### src/rtl/pipe_exc_pkg.sv
`default_nettype none
// ============================================================================
// Module      : pipe_exc_pkg
// Description : Shared constants and types for the pipeline exception control.
// Revision    : 1.0 - initial release
// ============================================================================
package pipe_exc_pkg;

    // Cause.ExcCode values
    localparam logic [4:0] c_EXC_INT = 5'd0;
    localparam logic [4:0] c_EXC_SYS = 5'd8;
    localparam logic [4:0] c_EXC_BP  = 5'd9;
    localparam logic [4:0] c_EXC_RI  = 5'd10;
    localparam logic [4:0] c_EXC_OV  = 5'd12;

    // Status register bit positions
    localparam int c_ST_IE      = 0;
    localparam int c_ST_EXL     = 1;
    localparam int c_ST_IM_BASE = 8;

    typedef enum logic [0:0] {
        ST_IDLE  = 1'b0,
        ST_FLUSH = 1'b1
    } state_t;

    typedef enum logic [1:0] {
        EVT_NONE = 2'd0,
        EVT_EXC  = 2'd1,
        EVT_ERET = 2'd2,
        EVT_INT  = 2'd3
    } evt_t;

endpackage : pipe_exc_pkg
`default_nettype wire

### src/rtl/pipe_exc_ctrl_prio.sv
`default_nettype none
// ============================================================================
// Module      : exc_prio_enc
// Description : Selects the winning event (exception > eret > interrupt).
// Revision    : 1.0 - initial release
// ============================================================================
module exc_prio_enc
    import pipe_exc_pkg::*;
(
    input  logic       exc_hit,
    input  logic       eret_hit,
    input  logic       int_hit,
    input  logic [4:0] exc_code,
    output evt_t       evt,
    output logic [4:0] code
);

    always_comb begin
        evt  = EVT_NONE;
        code = c_EXC_INT;
        if (exc_hit) begin
            evt  = EVT_EXC;
            code = exc_code;
        end else if (eret_hit) begin
            evt  = EVT_ERET;
        end else if (int_hit) begin
            evt  = EVT_INT;
        end
    end

endmodule : exc_prio_enc
`default_nettype wire

### src/rtl/pipe_exc_ctrl.sv
`default_nettype none
// ============================================================================
// Module      : pipe_exc_ctrl
// Description : Pipeline exception/flush controller with PC redirect and CP0 strobes.
// Revision    : 1.0 - initial release
// ============================================================================
module pipe_exc_ctrl
    import pipe_exc_pkg::*;
#(
    parameter int STAGES       = 5,
    parameter int NIRQ         = 6,
    parameter int FLUSH_CYCLES = 1,
    parameter int ADDR_W       = 32
) (
    input  logic              clk,
    input  logic              rst,
    input  logic [STAGES-1:0] stall_we,
    input  logic [STAGES-1:0] stall_clr,
    input  logic              commit_valid,
    input  logic              exc_valid,
    input  logic [4:0]        exc_code,
    input  logic              exc_eret,
    input  logic              exc_delay,
    input  logic [ADDR_W-1:0] exc_pc,
    input  logic [NIRQ-1:0]   irq,
    input  logic [31:0]       cp0_status,
    input  logic [31:0]       cp0_ebase,
    input  logic [31:0]       cp0_epc,
    output logic [STAGES-1:0] stage_we,
    output logic [STAGES-1:0] stage_flush,
    output logic              redirect_valid,
    output logic [ADDR_W-1:0] redirect_pc,
    output logic              cp0_we,
    output logic              cp0_eret,
    output logic [ADDR_W-1:0] cp0_epc_wdata,
    output logic [4:0]        cp0_code,
    output logic              cp0_bd,
    output logic [NIRQ-1:0]   cp0_ip,
    output logic              busy,
    output logic [31:0]       exc_count
);

    state_t            r_state;
    state_t            w_state_nxt;
    logic [3:0]        r_cnt;
    logic [3:0]        w_cnt_nxt;
    logic [NIRQ-1:0]   r_ip;
    logic [31:0]       r_exc_count;
    logic              w_count_inc;

    logic              w_exl;
    logic              w_exc_hit;
    logic              w_eret_hit;
    logic              w_int_hit;
    evt_t              w_evt;
    logic [4:0]        w_code;
    logic              w_unused;

    assign w_exl      = cp0_status[c_ST_EXL];
    assign w_exc_hit  = exc_valid & commit_valid & ~w_exl;
    assign w_eret_hit = exc_eret & commit_valid;
    assign w_int_hit  = commit_valid & cp0_status[c_ST_IE] & ~w_exl
                      & (|(r_ip & cp0_status[c_ST_IM_BASE +: NIRQ]));

    // Status bits outside IE/EXL/IM carry no meaning for this block
    assign w_unused = ^{cp0_status[31:c_ST_IM_BASE+NIRQ], cp0_status[7:2]};

    exc_prio_enc u_prio (
        .exc_hit  (w_exc_hit),
        .eret_hit (w_eret_hit),
        .int_hit  (w_int_hit),
        .exc_code (exc_code),
        .evt      (w_evt),
        .code     (w_code)
    );

    always_ff @(posedge clk) begin
        if (rst) begin
            r_state     <= ST_IDLE;
            r_cnt       <= 4'd0;
            r_ip        <= '0;
            r_exc_count <= 32'd0;
        end else begin
            r_state <= w_state_nxt;
            r_cnt   <= w_cnt_nxt;
            r_ip    <= irq;
            if (w_count_inc && !(&r_exc_count)) begin
                r_exc_count <= r_exc_count + 32'd1;
            end
        end
    end

    always_comb begin
        stage_we       = stall_we;
        stage_flush    = stall_clr;
        redirect_valid = 1'b0;
        redirect_pc    = '0;
        cp0_we         = 1'b0;
        cp0_eret       = 1'b0;
        cp0_epc_wdata  = '0;
        cp0_code       = c_EXC_INT;
        cp0_bd         = 1'b0;
        w_state_nxt    = r_state;
        w_cnt_nxt      = r_cnt;
        w_count_inc    = 1'b0;

        if (rst) begin
            // Pipeline is held flushed while reset is applied; no strobes leak out
            stage_we    = '1;
            stage_flush = '1;
        end else begin
            case (r_state)
                ST_IDLE: begin
                    if (w_evt != EVT_NONE) begin
                        stage_we       = '1;
                        stage_flush    = '1;
                        redirect_valid = 1'b1;
                        if (w_evt == EVT_ERET) begin
                            cp0_eret    = 1'b1;
                            redirect_pc = ADDR_W'(cp0_epc);
                        end else begin
                            cp0_we        = 1'b1;
                            redirect_pc   = ADDR_W'(cp0_ebase);
                            cp0_epc_wdata = exc_delay ? (exc_pc - ADDR_W'(4)) : exc_pc;
                            cp0_bd        = exc_delay;
                            cp0_code      = w_code;
                            w_count_inc   = 1'b1;
                        end
                        if (FLUSH_CYCLES != 0) begin
                            w_state_nxt = ST_FLUSH;
                            w_cnt_nxt   = 4'(FLUSH_CYCLES);
                        end
                    end
                end
                ST_FLUSH: begin
                    stage_we    = '1;
                    stage_flush = '1;
                    w_cnt_nxt   = r_cnt - 4'd1;
                    if (r_cnt <= 4'd1) begin
                        w_state_nxt = ST_IDLE;
                        w_cnt_nxt   = 4'd0;
                    end
                end
                default: begin
                    w_state_nxt = ST_IDLE;
                    w_cnt_nxt   = 4'd0;
                end
            endcase
        end
    end

    assign cp0_ip    = r_ip;
    assign busy      = ~rst & (r_state == ST_FLUSH);
    assign exc_count = r_exc_count;

endmodule : pipe_exc_ctrl
`default_nettype wire
### config.mk
export PLATFORM = sky130hd
export DESIGN_NAME = pipe_exc_ctrl
export DESIGN_NICKNAME = d
export VERILOG_FILES = /design/src/rtl/pipe_exc_pkg.sv /design/src/rtl/pipe_exc_ctrl_prio.sv /design/src/rtl/pipe_exc_ctrl.sv
export SDC_FILE = /design/constraint.sdc
export NUM_CORES = 1
export LEC_CHECK = 0
export CORE_AREA = 2 2 106 108
export CTS_BUF_LIST = sky130_fd_sc_hd__clkbuf_8
export DETAILED_ROUTE_END_ITERATION = 8
export DIE_AREA = 0 0 108 110
export GPL_TIMING_DRIVEN = 0
export PLACE_DENSITY = 0.79
export SYNTH_ARGS = -nofsm -noshare
export SYNTH_HDL_FRONTEND = slang
export SYNTH_SLANG_ARGS = --single-unit
### constraint.sdc
create_clock -name clk -period 4.1 [get_ports clk]
set_clock_uncertainty 0.2 [all_clocks]
set_input_delay 0.41 -clock clk [delete_from_list [all_inputs] [get_ports clk]]
set_output_delay 0.41 -clock clk [all_outputs]
set_load 0.03 [all_outputs]
==> impl_metrics.json <==
{
  "status": "complete, no violations",
  "die_y_um": 110,
  "power.density_nw_per_um2": 178,
  "antenna_found_initial": 0,
  "cts.sinks": 43,
  "grt-busiest-layer": "met2",
  "dp_hpwl_um": 11800,
  "clk_pin_slew_ns": 0.07,
  "synth_area_um2": 3560,
  "synth_top_area_cell": "dfxtp_1",
  "synth-edff-count": 0,
  "wirelength_um": 14600,
  "via_per_inst": 5.34,
  "grt_pass1_vias": 4568,
  "p_sw_share_pct": 32.2,
  "wl_per_cell_um": 16.2,
  "maxCapViolations": 0,
  "cpPeakStageDelay_ns": 0.71,
  "cts_buffers": 5,
  "layout.nets": 922,
  "relSlewSlack_pct": 62.7,
  "leakage_uw": 0.00270,
  "hold_violations": 0,
  "core_um2": 10700,
  "path_delay_family": "buffers and inverters",
  "ys_warn_count": 0,
  "area_delta_synth_final_pct": 80.2,
  "synthTopCellsByArea": "dfxtp_1, nand2_1, a21oi_1, nor2_1, xor2_1",
  "ant_nets": 0,
  "synth-main-ff-cell": "dfxtp_1",
  "syn_inst": 506,
  "pwr-share-seq_pct": 37.8,
  "power_uw": 1140,
  "start_util_pct": 33.3,
  "setup-violations-final": 0,
  "cpMaxStageDelayCell": "clkdlybuf4s50_1",
  "grt_use_met2_pct": 42.6,
  "use_met1_pct": 23.7,
  "p_comb_share_pct": 36.7,
  "htreeDepth": 2,
  "pin_count": 277,
  "antenna-diode-count": 0,
  "grt_pass1_wl_um": 21700,
  "portBuffers": 251,
  "clock_latency_ns": 0.30,
  "most-common-layout-cells": "clkdlybuf4s50_1, nand2_1, a21oi_1, nor2_1, dfxtp_1",
  "tightest_slew_ns": 0.556,
  "crit_type": "in2out",
  "dp_cells": 897,
  "hold_class": "reg2reg",
  "use_met3_pct": 7.52,
  "gr-usage-all-layers_pct": 22.5,
  "timing.final.crit_share_pct": 95.0,
  "clockPowerShare_pct": 25.5,
  "synth.distinct_cells": 53,
  "cts_tree": "built",
  "crit_chain": "clkdlybuf4s50_1, nand3b_1, a31oi_2, nor2_1, or2_2, clkbuf_1, clkbuf_1, a21oi_1, clkdlybuf4s50_1",
  "place_congestion": 0.827,
  "num_vias": 4827,
  "drc": 0,
  "critPathRequiredTime_ns": 3.49,
  "seq_area_frac_synth_pct": 24.1,
  "critPathMaxFanout": 10,
  "dr.pass1.iters": 5,
  "rows": 38,
  "cp-start-kind": "primary input",
  "hold_buffers": 0,
  "setup_ws_ns": 0.207,
  "async_flop_share_pct": 0,
  "die_x_um": 108,
  "final_cells": 904,
  "drtIter0Drc": 251,
  "cts_buffer_depth": 2,
  "grt_max_degree": 15,
  "worst_ir_drop_vdd_mv": 0.112,
  "root_buffer": "clkbuf_8",
  "rsz0062_at_grt": "false",
  "fin_crit_ns": 3.89,
  "syn_avg_cell_area_um2": 7.04,
  "fmax_mhz": 257,
  "worst-path-buf-inv": 4,
  "pre_cts_slack_ns": -0.0165,
  "p_switching_uw": 367,
  "intPower_uw": 774,
  "syn-num-nets": 665,
  "endpoint_kind": "output pin",
  "yosysTopAreaCellShare_pct": 24.1,
  "ys_seq_elements": 43,
  "nFillCells": 934,
  "drive_gt1_share_pct": 5.50,
  "crit_arrival_ns": 3.28,
  "grt_overflow": 0,
  "layout_commonest_cell": "clkdlybuf4s50_1",
  "dieArea_um2": 11900,
  "slew_violations": 0
}
## logic make-up (layout without fill, tap and decap cells)
group,after synthesis,in the layout,synth area share [%]
adders and majority gates,4,4,1.40
and+or+nand+nor,270,270,41.5
AOI/OAI and AO/OA,117,117,20.8
DFF,43,43,24.1
xor gates and xnor gates,24,24,5.90
muxes,3,3,0.948
buffers and inverters,45,303,5.30
## Yosys cell counts, types with 2 or more instances
cell and n:
xor2_1 18, nor2_1 43, o41ai_1 4, nor3_1 11, o21a_1 5, mux2_2 3
nand2_1 82, nand2b_1 12, and3_1 7, o31ai_1 20, ha_1 4, xnor2_1 6
nand4_2 2, a31oi_1 3, or3_1 7, nand4_1 13, buf_4 2, nor4_1 8
nor3_2 2, nor4_4 2, inv_1 10, and2_1 9, nor2b_1 13, buf_1 3
nand3_1 16, o311ai_0 4, clkbuf_1 19, dfxtp_1 43, or2_2 2, o31a_1 5
o21ai_0 9, a22oi_1 3, nand4b_1 4, a21oi_1 58, or4_1 19, nand3b_1 6
and4_1 4, buf_2 10
## final timing paths
path                      from               to  slack (ns)  depth (start not counted)
setup reg to reg       r_state     exc_count[5]        1.43                          8
setup / recovery  commit_valid  redirect_pc[28]        0.21                          9
hold / removal        r_cnt[1]         r_cnt[1]        0.29                          2
hold reg to reg       r_cnt[1]         r_cnt[1]        0.29                          2
## cell type report
cell class,count,area [um^2],share of cell area [%]
flip-flops and latches,43,861,13.4
inverters,11,41.3,0.643
repair buffers,251,2580,40.2
well taps,140,175,2.73
clock inverters,2,13.8,0.214
plain buffers,33,146,2.28
multi-input cells,418,2520,39.2
clock buffers,6,82.6,1.29
## power by group through the flow
| stage | Clock (uW) | Combinational [uW] | Sequential [uW] |
|---|---|---|---|
| 2_1_floorplan | 0 | 174 | 446 |
| 3_3_place_gp | 0 | 413 | 440 |
| 3_5_place_dp | 0 | 418 | 441 |
| 4_1_cts | 299 | 421 | 431 |
| 5_1_grt | 312 | 446 | 432 |
| 6_report | 291 | 419 | 431 |
## flip-flops by register name (all words and copies together), names as in the netlist
| name | flops |
|---|---|
| r_state | 1 |
| exc_count | 32 |
| cp0_ip | 6 |
| r_cnt | 4 |
## tightest hold or removal path: cells and delay by family (launching register included)
family | cells | cell delay (ns)
AND/OR/NAND/NOR | 1 | 0.06
flip-flops | 1 | 0.33
AO/OA/AOI/OAI | 1 | 0.06
## metrics by stage
step	utilization (%)	setup TNS, ns	instance area (um^2)	hold WS [ns]
after floorplan	-	0	3560	0.241
after global routing	60.0	0	6420	0.332
after detailed placement	58.4	-0.0165	6250	0.282
after global placement	58.4	-0.0210	6250	0.264
final	60.0	0	6420	0.291
after CTS	59.4	0	6350	0.295
## repair_timing
action / 4_1_cts / 5_1_grt
resized for setup: 1 / 30
buffers inserted: 0 / 0
setup endpoints to repair: 1 / 30
## layer usage
metal / vias up / routed length, um
met2: 234 / 7560
met3: 14 / 1480
met4: 0 / 234
li1: 2357 / -
met5: - / 0
met1: 2222 / 5330
No activity file was read; power rests on OpenSTA's default activity.
